[src/rtl/bcd_pkg.sv]
// Shared types and constants for the BCD-to-binary converter.
// Optional invalid-digit check is enabled with BCD_TO_BIN_DIGIT_CHECK_EN.
package bcd_pkg;

  typedef enum logic [1:0] {
    ST_IDLE  = 2'd0,
    ST_SHIFT = 2'd1,
    ST_DONE  = 2'd2
  } state_t;

  localparam int BCD_DIGITS  = 4;
  localparam int BIN_W       = 16;
  localparam int SHIFT_COUNT = 16;
  localparam int CNT_W       = 5;

  localparam logic [3:0] BCD_CORR   = 4'd3;
  localparam logic [3:0] BCD_THRESH = 4'd8;
  localparam logic [3:0] BCD_MAX    = 4'd9;

  // True when every nibble of the packed BCD word is a legal decimal digit.
  function automatic logic bcd_digits_valid(input logic [BIN_W-1:0] bcd);
    logic ok;
    ok = 1'b1;
    for (int i = 0; i < BCD_DIGITS; i++) begin
      if (bcd[4*i +: 4] > BCD_MAX) begin
        ok = 1'b0;
      end else begin
        ok = ok;
      end
    end
    return ok;
  endfunction

endpackage

[src/rtl/bcd_nibble_corr.sv]
// Combinational reverse double-dabble correction for one BCD nibble:
// subtracts 3 when the shifted nibble is 8 or more.
module bcd_nibble_corr
  import bcd_pkg::*;
(
  input  logic [3:0] nib,
  output logic [3:0] corr
);

  // Nibble correction after a right shift.
  always_comb begin
    corr = nib;
    if (nib >= BCD_THRESH) begin
      corr = nib - BCD_CORR;
    end else begin
      corr = nib;
    end
  end

endmodule

[src/rtl/bcd_to_bin.sv]
// Sequential BCD-to-binary converter (four digits, 16 shifts per conversion).
// Define BCD_TO_BIN_DIGIT_CHECK_EN to reject digits above 9 with err.
module bcd_to_bin
  import bcd_pkg::*;
(
  input  logic        clk,
  input  logic        rst_n,
  input  logic        start,
  input  logic [3:0]  thousands,
  input  logic [3:0]  hundreds,
  input  logic [3:0]  tens,
  input  logic [3:0]  ones,
  output logic        busy,
  output logic        done,
  output logic [15:0] bin,
  output logic        err
);

  localparam logic [CNT_W-1:0] CNT_LAST = CNT_W'(SHIFT_COUNT - 1);

  state_t             state_r;
  state_t             state_s;
  logic [BIN_W-1:0]   bcd_r;
  logic [BIN_W-1:0]   binq_r;
  logic [CNT_W-1:0]   cnt_r;
  logic [BIN_W-1:0]   digits_s;
  logic [BIN_W-1:0]   bcd_shift_s;
  logic [BIN_W-1:0]   bcd_corr_s;
  logic [BIN_W-1:0]   bin_shift_s;
  logic               last_s;
  logic               busy_r;
  logic               done_r;
  logic [BIN_W-1:0]   bin_r;

  assign digits_s    = {thousands, hundreds, tens, ones};
  // One step of the 32-bit {bcd, bin} right shift; the BCD LSB enters the binary MSB.
  assign bcd_shift_s = {1'b0, bcd_r[BIN_W-1:1]};
  assign bin_shift_s = {bcd_r[0], binq_r[BIN_W-1:1]};
  assign last_s      = (cnt_r == CNT_LAST);

  for (genvar i = 0; i < BCD_DIGITS; i++) begin : g_corr
    bcd_nibble_corr u_corr (
      .nib  (bcd_shift_s[4*i +: 4]),
      .corr (bcd_corr_s[4*i +: 4])
    );
  end

`ifdef BCD_TO_BIN_DIGIT_CHECK_EN
  logic digits_ok_s;
  logic err_r;
  assign digits_ok_s = bcd_digits_valid(digits_s);
`endif

  // Next-state logic.
  always_comb begin
    state_s = state_r;
    case (state_r)
      ST_IDLE: begin
        if (start) begin
`ifdef BCD_TO_BIN_DIGIT_CHECK_EN
          if (digits_ok_s) begin
            state_s = ST_SHIFT;
          end else begin
            state_s = ST_DONE;
          end
`else
          state_s = ST_SHIFT;
`endif
        end else begin
          state_s = ST_IDLE;
        end
      end
      ST_SHIFT: begin
        if (last_s) begin
          state_s = ST_DONE;
        end else begin
          state_s = ST_SHIFT;
        end
      end
      ST_DONE: state_s = ST_IDLE;
      default: state_s = ST_IDLE;
    endcase
  end

  // State register.
  always_ff @(posedge clk or negedge rst_n) begin
    if (!rst_n) begin
      state_r <= ST_IDLE;
    end else begin
      state_r <= state_s;
    end
  end

  // Shift datapath: load on accept, shift and correct while converting.
  always_ff @(posedge clk or negedge rst_n) begin
    if (!rst_n) begin
      bcd_r  <= 16'h0000;
      binq_r <= 16'h0000;
      cnt_r  <= '0;
    end else begin
      case (state_r)
        ST_IDLE: begin
          if (start) begin
            bcd_r  <= digits_s;
            binq_r <= 16'h0000;
            cnt_r  <= '0;
          end
        end
        ST_SHIFT: begin
          bcd_r  <= bcd_corr_s;
          binq_r <= bin_shift_s;
          cnt_r  <= cnt_r + 5'd1;
        end
        default: begin
          bcd_r  <= bcd_r;
          binq_r <= binq_r;
          cnt_r  <= cnt_r;
        end
      endcase
    end
  end

  // Output registers follow the next state so busy/done line up with it.
  always_ff @(posedge clk or negedge rst_n) begin
    if (!rst_n) begin
      busy_r <= 1'b0;
      done_r <= 1'b0;
      bin_r  <= 16'h0000;
    end else begin
      busy_r <= (state_s == ST_SHIFT);
      done_r <= (state_s == ST_DONE);
      if ((state_r == ST_SHIFT) && last_s) begin
        bin_r <= bin_shift_s;
`ifdef BCD_TO_BIN_DIGIT_CHECK_EN
      end else if ((state_r == ST_IDLE) && start && !digits_ok_s) begin
        bin_r <= 16'h0000;
`endif
      end else begin
        bin_r <= bin_r;
      end
    end
  end

`ifdef BCD_TO_BIN_DIGIT_CHECK_EN
  // Error flag is decided at the accepting edge and held until the next accept.
  always_ff @(posedge clk or negedge rst_n) begin
    if (!rst_n) begin
      err_r <= 1'b0;
    end else if ((state_r == ST_IDLE) && start) begin
      err_r <= !digits_ok_s;
    end else begin
      err_r <= err_r;
    end
  end
  assign err = err_r;
`else
  assign err = 1'b0;
`endif

  assign busy = busy_r;
  assign done = done_r;
  assign bin  = bin_r;

endmodule

[config.mk]
export PLATFORM = sky130hd
export DESIGN_NAME = bcd_to_bin
export DESIGN_NICKNAME = d
export VERILOG_FILES = /design/src/rtl/bcd_pkg.sv /design/src/rtl/bcd_nibble_corr.sv /design/src/rtl/bcd_to_bin.sv
export SDC_FILE = /design/constraint.sdc
export NUM_CORES = 1
export LEC_CHECK = 0
export BUFFER_PORTS_ARGS = -buffer_cell sky130_fd_sc_hd__buf_2
export CORE_MARGIN = 2
export CORE_UTILIZATION = 55
export CTS_CLUSTER_SIZE = 8
export DETAILED_ROUTE_END_ITERATION = 6
export GPL_ROUTABILITY_DRIVEN = 0
export PLACE_DENSITY = 0.77
export SYNTH_ARGS = -nofsm -noshare
export SYNTH_HDL_FRONTEND = slang
export SYNTH_HIERARCHICAL = 1
export SYNTH_SLANG_ARGS = --single-unit
[constraint.sdc]
create_clock -name clk -period 2.9 [get_ports clk]
set_input_delay 0.58 -clock clk [delete_from_list [all_inputs] [get_ports clk]]
set_output_delay 0.58 -clock clk [all_outputs]
set_load 0.02 [all_outputs]
---- Word level (Yosys, flattened, before mapping) ----
Cells that the tools add are included.
word-level totals
  output and inout bits ................... 19
  input port bits ......................... 19
  register bits ........................... 57
operators by class
  order comparisons ....................... 4
  reductions and logical operators ........ 4
  muxes and demuxes ....................... 13
  $add $sub $neg .......................... 5
  eq/ne operators ......................... 5
operators with widths
  kind                                                                number
  one-hot mux 16 bit (2 select lines)                                 2
  2-to-1 mux 16 bit                                                   2
  2-to-1 mux 4 bit                                                    4
  greater-or-equal comparator 4 bit (second input constant)           3
  subtractor 4 x 2 -> 4 bit (second input constant)                   3
  one-hot mux 5 bit (2 select lines)                                  1
  adder 5 x 1 -> 5 bit (second input constant)                        1
  == test 5 x 4 -> 1 bit (second input constant)                      1
  2-to-1 mux 5 bit                                                    1
  == test 2 x 1 -> 1 bit (second input constant)                      2
  greater-or-equal comparator 3 x 4 -> 1 bit (second input constant)  1
  one-hot mux 2 bit (2 select lines)                                  1
  subtractor 3 x 2 -> 4 bit (second input constant)                   1
  == test 2 bit (second input constant)                               1
  zero test 2 bit                                                     1
  2-to-1 mux 2 bit                                                    1
  inequality test 2 bit (second input constant)                       1
  AND reduction 2 bit                                                 1
  nonzero test 2 bit                                                  1
  logical AND 1 bit                                                   1
  2-to-1 mux 1 bit                                                    1

---- Depth between registers and ports, before layout ----
Gate-level depths: netlist of the first run.
  depth in word-level cells ............... 4
  depth in mapped cells ................... 6

---- By module ----
The synthesis of the first run kept the hierarchy.
modules (own cells, without submodules)
  module           times used  cells an instance  area each (µm²)  seq. area each (µm²)
  bcd_to_bin       1           175                2249.7           1401.3
  bcd_nibble_corr  4           11                 76.3             0.0

---- Worst setup path before layout of the first run ----
No wires, ideal clock.
  path type ............................... reg-to-reg
  from .................................... register cnt_r[0]
  to ...................................... register bin_r[10] (netlist: bin[10])
  buffers on the path ..................... 1
  clock period less this slack ............ 1698 ps
  path slack .............................. 1202 ps
  data arrival time ....................... 1573 ps
  cell stages (with the launch flop) ...... 7
  cells stage by stage .................... dfrtp_1 > ha_1 > and3_1 > ha_1 > nand2_4 > buf_6 > mux2_4
on the way
  cells in the longest elaborated chain, start to end .. 2
ends and longest elaborated chain
  what                    line               source
  start, declared         bcd_to_bin.sv:25   logic [CNT_W-1:0] cnt_r;
  start signal, assigned  bcd_to_bin.sv:112  cnt_r <= cnt_r + 5'd1;
  start signal, assigned  bcd_to_bin.sv:117  cnt_r <= cnt_r;
  == test 5 x 4 -> 1 bit  bcd_to_bin.sv:39   assign last_s = (cnt_r == CNT_LAST);
  logical AND 1 bit       bcd_to_bin.sv:132  if ((state_r == ST_SHIFT) && last_s) begin
  end signal, assigned    bcd_to_bin.sv:133  bin_r <= bin_shift_s;
  end signal, assigned    bcd_to_bin.sv:139  bin_r <= bin_r;
  end, declared           bcd_to_bin.sv:33   logic [BIN_W-1:0] bin_r;
Every way passes these cells.
A chain may end at the register's enable or synchronous reset.

---- Final worst setup path of the first run ----
  from .................................... register state_r[1]
  to ...................................... register bin_r[11] (netlist: bin[11])
on the way
  cells in the longest elaborated chain, start to end .. 2
ends and longest elaborated chain
  what                    line               source
  start, declared         bcd_to_bin.sv:21   state_t state_r;
  start signal, assigned  bcd_to_bin.sv:90   state_r <= state_s;
  == test 2 x 1 -> 1 bit  bcd_to_bin.sv:132
  logical AND 1 bit       bcd_to_bin.sv:132
Every way passes these cells.

==> impl_metrics.json, run 1 <==
{
  "async_reset_ff_share_pct": 100.0,
  "max-cap-violations": 0,
  "core_area_um2": 4414,
  "port_buffers": 36,
  "hold_path.class": "input port to asynchronous set/reset pin",
  "pwr-share-comb_pct": 40.7,
  "final_nets": 287,
  "grt_usage_pct": 18.64,
  "globalRouteOverflowTotal": 0,
  "cp.required_ns": 3.09,
  "pwr-share-clk_pct": 13.9,
  "fmax_mhz": 490.1,
  "finalHoldViolCount": 0,
  "synth_top_area_cell": "dfrtp_1",
  "critPathLaunch": "state_r[1]",
  "cts_root_buffer": "clkbuf_8",
  "fin_cells": 311,
  "synthToLayoutAreaGrowth_pct": 12.68,
  "place_ws_ns": 0.8877,
  "ys_ff_latch": 56,
  "grt_max_degree": 34,
  "max-vdd-ir-drop_uv": 467.1,
  "cellPowerDensity_nw_per_um2": 1094,
  "slew_headroom_pct": 52.00,
  "ant_nets": 0,
  "postSynthCellCount": 219,
  "seq_area_frac_synth_pct": 54.85,
  "yosysMostFrequentCell": "dfrtp_1",
  "period_minus_slack_ns": 2.040,
  "p_switching_w": 0.001184,
  "swShare_pct": 37.60,
  "critPathArrivalTime_ns": 2.23,
  "whs_ns": 0.3254,
  "synthTopCellsByCount": "dfrtp_1 (56), nand2_1 (23), o21ai_0 (21)",
  "initial_utilization_pct": 57.88,
  "antenna_found_initial": 0,
  "dp_hpwl_um": 2961,
  "criticalPathCategory": "flop to flop",
  "fin_ws_ns": 0.8596,
  "ioPinCount": 38,
  "outcome": "finished, final reports clean",
  "post-cts-setup-buffers": 0,
  "p_leak_nw": 1.468,
  "seq_area_um2": 1401,
  "endpoint_kind": "flop",
  "timing.setup.tns_ns": 0,
  "tightest_slew_ns": 0.7200,
  "grt_pass1_vias": 1619,
  "synth.area.top_cells": "dfrtp_1 (55%), a22o_1 (5.8%), ha_1 (4.9%), a22oi_1 (4.7%), mux2_4 (4.7%)",
  "yosysUniqueCellTypes": 27,
  "die_area_um2": 5206,
  "synth_top_area_share_pct": 54.85,
  "fillerInstances": 357,
  "seqPwrFrac_pct": 45.4,
  "crit_fanout": 20,
  "drtIter0Drc": 69,
  "final_max_slew_viol_count": 0,
  "ys_warn_count": 6,
  "reg2reg_from": "state_r[1]",
  "synthFlopType": "dfrtp_1",
  "hold_buffers": 0,
  "wirelength_um": 4238,
  "rsz0062_at_grt": "no",
  "cts.clk_slew.worst_paths_ns": 0.10,
  "wl_per_cell_um": 13.63,
  "fin_worst_skew_ns": 0.008416,
  "antenna-diode-count": 0,
  "post_drt_via_cell_ratio": 5.469,
  "multi_input_area_um2": 1057,
  "avgSynthCellArea_um2": 11.67,
  "drive_gt1_share_pct": 25.87,
  "die_width_um": 72.16,
  "cts_tree": "done",
  "grt_pass1_wl_um": 7590,
  "rows": 24,
  "insertion_delay_ns": 0.31,
  "p_int_w": 0.001966,
  "synth_area_um2": 2555,
  "die_h_um": 72.16,
  "cp-start-kind": "flop",
  "fin_crit_sh_pct": 70.36,
  "ctsResizeCount": 0,
  "cts_max_level": 2,
  "cts_made_buffers": 5,
  "cts_sinks": 56,
  "drc": 0,
  "dr.pass1.iters": 4,
  "placed_cells": 303,
  "synth_edf_count": 0,
  "setup_viol": 0,
  "clockBufferDepth": 2,
  "via_count": 1701
}
-- cell type report --
type | instances | area share [%]
Clock buffer | 6 | 2.868
Multi-Input combinational cell | 143 | 36.72
Clock inverter | 2 | 0.4781
Sequential cell | 56 | 48.67
Timing Repair Buffer | 41 | 7.562
Tap cell | 52 | 2.260
Inverter | 11 | 1.434
-- per-stage QoR --
stage	instance area (µm²)	power, W	util (%)
floorplan	2574	0.002418	-
global placement	2783	0.002682	63.04
detailed placement	2783	0.002742	63.04
CTS	2879	0.003185	65.22
global route	2879	0.003442	65.22
finish	2879	0.003151	65.22
-- critical path, cell delays in order (launching register included) --
cell	delay (ns)
dfrtp_1	0.60
and2b_1	0.66
nand2_4	0.29
mux2_4	0.36
-- cell families after synthesis --
family,Yosys count,synth area share (%)
compound gates,63,16.65
flops,56,54.85
simple gates,39,7.444
buf+inv,25,4.652
mux,17,8.619
fa+ha+maj,10,4.897
xor+xnor,8,2.742
other cells,1,0.1468
-- worst paths after layout --
path / depth (start not counted) / to / slack, ns
min in group clk: 2 / cnt_r[4] / 0.49
max: 3 / bin[11] / 0.86
min: 1 / bin[10] / 0.33
max in group asynchronous: 2 / binq_r[14] / 1.94
max reg2reg: 3 / bin[11] / 0.86
min reg2reg: 2 / cnt_r[4] / 0.49
-- state kept, by name (all words and copies together) (netlist names) --
name / count
bcd_r: 16
bin: 16
binq_r: 15
busy: 1
cnt_r: 5
done: 1
state_r: 2
-- power groups by stage --
stage | Sequential (W) | Combinational (W) | Clock, W
3_5_place_dp | 0.00145 | 0.00129 | 0
6_report | 0.00143 | 0.00128 | 0.000438
3_3_place_gp | 0.00144 | 0.00124 | 0
4_1_cts | 0.00143 | 0.00130 | 0.000451
5_1_grt | 0.00149 | 0.00147 | 0.000485
2_1_floorplan | 0.00148 | 0.000937 | 0
-- cells in the final DEF (no fill, tap or decap), drive strengths merged --
cell,count
dfrtp,56
buf,41
nand2,24
o21ai,22
a22o,17
a22oi,16
mux2,16
inv,12
ha,10
a21oi,6
nand2b,6
conb,6
clkbuf,6
nor2b,5
xor2,4
xnor2,4
nand3,2
and3,1
o21bai,1
and2b,1
o311ai,1
mux2i,1
clkinv,1
-- routing by layer --
layer	global-route usage, %	vias to the layer above	routed length [µm]
li1	-	836	-
met1	26.16	809	1991
met2	29.77	49	1963
met3	2.917	7	212
met4	6.289	0	70
met5	0	-	0
No activity file was read; power rests on OpenSTA's default activity.
==> inputs of run 2 (changes only) <==
CORE_UTILIZATION = 51   (was 55)
PLACE_DENSITY = 0.75   (was 0.77)
clock period = 1.8 ns   (was 2.9 ns; I/O delays follow)
==> run 2 against run 1 <==
Fmax grew 19%. Setup slack lost 0.78 ns. Register-to-register slack lost 0.78 ns. Die area grew 7.4%. Cell area grew 3.3%. Final cell count grew 6.8%. Sequential share of layout area shrank 1.6 points. Global-route usage shrank 0.24 points. Clock skew shrank 0.0044 ns. Critical path depth grew 3. Combinational power grew 73%.
==> impl_metrics.json, run 2 (synthesis results as in run 1) <==
{
  "critPathArrivalTime_ns": 1.92,
  "r2r_slack_ns": 0.08,
  "drc": 0,
  "crit_fanout": 11,
  "outcome": "finished, final reports clean",
  "fin_ws_ns": 0.08051,
  "cts_root_buffer": "clkbuf_8",
  "cts_made_buffers": 5,
  "initial_utilization_pct": 53.39,
  "r2r-end": "bin[15]",
  "fin_crit_sh_pct": 95.53,
  "wirelength_um": 4508,
  "period_minus_slack_ns": 1.719,
  "finalHoldViolCount": 0,
  "antenna_found_initial": 0,
  "via_count": 1722,
  "grt_usage_pct": 18.40,
  "worstRegToRegCells": 6,
  "rsz0062_at_grt": "no",
  "mostFrequentLayoutCell": "dfrtp_1",
  "ant_nets": 0,
  "reg2reg_from": "cnt_r[0]",
  "final_nets": 293,
  "multi_input_area_um2": 1060,
  "synthToLayoutAreaGrowth_pct": 16.45,
  "fin_worst_skew_ns": 0.004064,
  "globalRouteOverflowTotal": 0,
  "cp.required_ns": 2.00,
  "antenna-diode-count": 0,
  "cp.depth": 6,
  "dp_hpwl_um": 2977,
  "max-cap-violations": 0,
  "cp-start-kind": "flop",
  "drtIter0Drc": 164,
  "p_leak_nw": 1.503,
  "crit_chain": "ha_1 -> and3_1 -> ha_2 -> nand2_4 -> buf_12 -> mux2_2",
  "dr.pass1.iters": 3,
  "post_drt_via_cell_ratio": 5.187,
  "final_cell_mix": "dfrtp_1 (56), buf_2 (36), nand2_1 (23)",
  "cpMaxStageDelayCell": "dfrtp_1",
  "crit_path_end": "bin[15]",
  "critPathLaunch": "cnt_r[0]",
  "grt_pass1_wl_um": 7728,
  "cts_tree": "done",
  "critical_path.top_delay_family": "adder cells",
  "max-vdd-ir-drop_uv": 762.2,
  "port_buffers": 36,
  "grt_pass1_vias": 1668,
  "hold_path.class": "input port to asynchronous set/reset pin",
  "whs_ns": 0.02420,
  "final_max_slew_viol_count": 0,
  "cellPowerDensity_nw_per_um2": 1736,
  "setup_viol": 0,
  "power_w": 0.005164,
  "cts.clk_slew.worst_paths_ns": 0.10,
  "fillerInstances": 421,
  "cts_max_level": 2,
  "grt_max_degree": 57,
  "drive_gt1_share_pct": 27.55,
  "place_ws_ns": 0.003187,
  "timing.setup.tns_ns": 0,
  "endpoint_kind": "flop",
  "fmax_mhz": 581.6,
  "die_width_um": 74.78,
  "wl_per_cell_um": 13.58,
  "hold_buffers": 0,
  "seq_area_um2": 1401,
  "path_buf_inv": 1,
  "ioPinCount": 38,
  "placed_cells": 322,
  "die_h_um": 74.78,
  "core_area_um2": 4786,
  "insertion_delay_ns": 0.31,
  "clockBufferDepth": 2,
  "fin_cells": 332,
  "rows": 25,
  "cts_sinks": 56,
  "criticalPathCategory": "flop to flop",
  "die_area_um2": 5592,
  "critPathMaxStageDelay_ns": 0.42
}
[run 2: power by group]
part / internal [W] / switching [W] / total (W)
Sequential: 0.00182 / 0.000452 / 0.00227
Combinational: 0.00110 / 0.00111 / 0.00221
Clock: 0.000278 / 0.000408 / 0.000686
[run 2: metrics by stage]
step / cell area (µm²) / util, %
4_1_cts: 2973 / 62.12
3_3_place_gp: 2844 / 59.42
5_1_grt: 2975 / 62.17
2_1_floorplan: 2574 / -
3_5_place_dp: 2844 / 59.42
6_report: 2975 / 62.17
[run 2: final cells by class]
| cell class | instances | share of cell area [%] |
|---|---|---|
| Sequential cell | 56 | 47.10 |
| Clock inverter | 2 | 0.5467 |
| Tap cell | 67 | 2.817 |
| Inverter | 11 | 1.388 |
| Timing Repair Buffer | 47 | 10.09 |
| Multi-Input combinational cell | 143 | 35.62 |
| Clock buffer | 6 | 2.439 |
[run 2: worst min path at each step]
stage	end	slack, ns	cells after the start
3_5_place_dp	bin[10]	0.38	2
5_1_grt	bin[10]	0.03	2
2_1_floorplan	bcd_r[0]	0.06	0
3_3_place_gp	bin[10]	0.38	2
6_report	bin[10]	0.02	2
4_1_cts	binq_r[14]	0.04	2
[run 2: repair_timing]
item,4_1_cts,5_1_grt
setup buffers,2,0
gates resized for setup,0,1
pin swaps,1,0
endpoints found under the setup margin,5,2
[run 2: layer usage]
layer | GRT usage (%) | share of wire, % | up-vias
met3 | 3.748 | 3.8 | 7
met2 | 30.48 | 48 | 37
met1 | 24.19 | 47 | 834
met5 | 0 | 0 | -
li1 | - | - | 844
met4 | 6.548 | 1.4 | 0
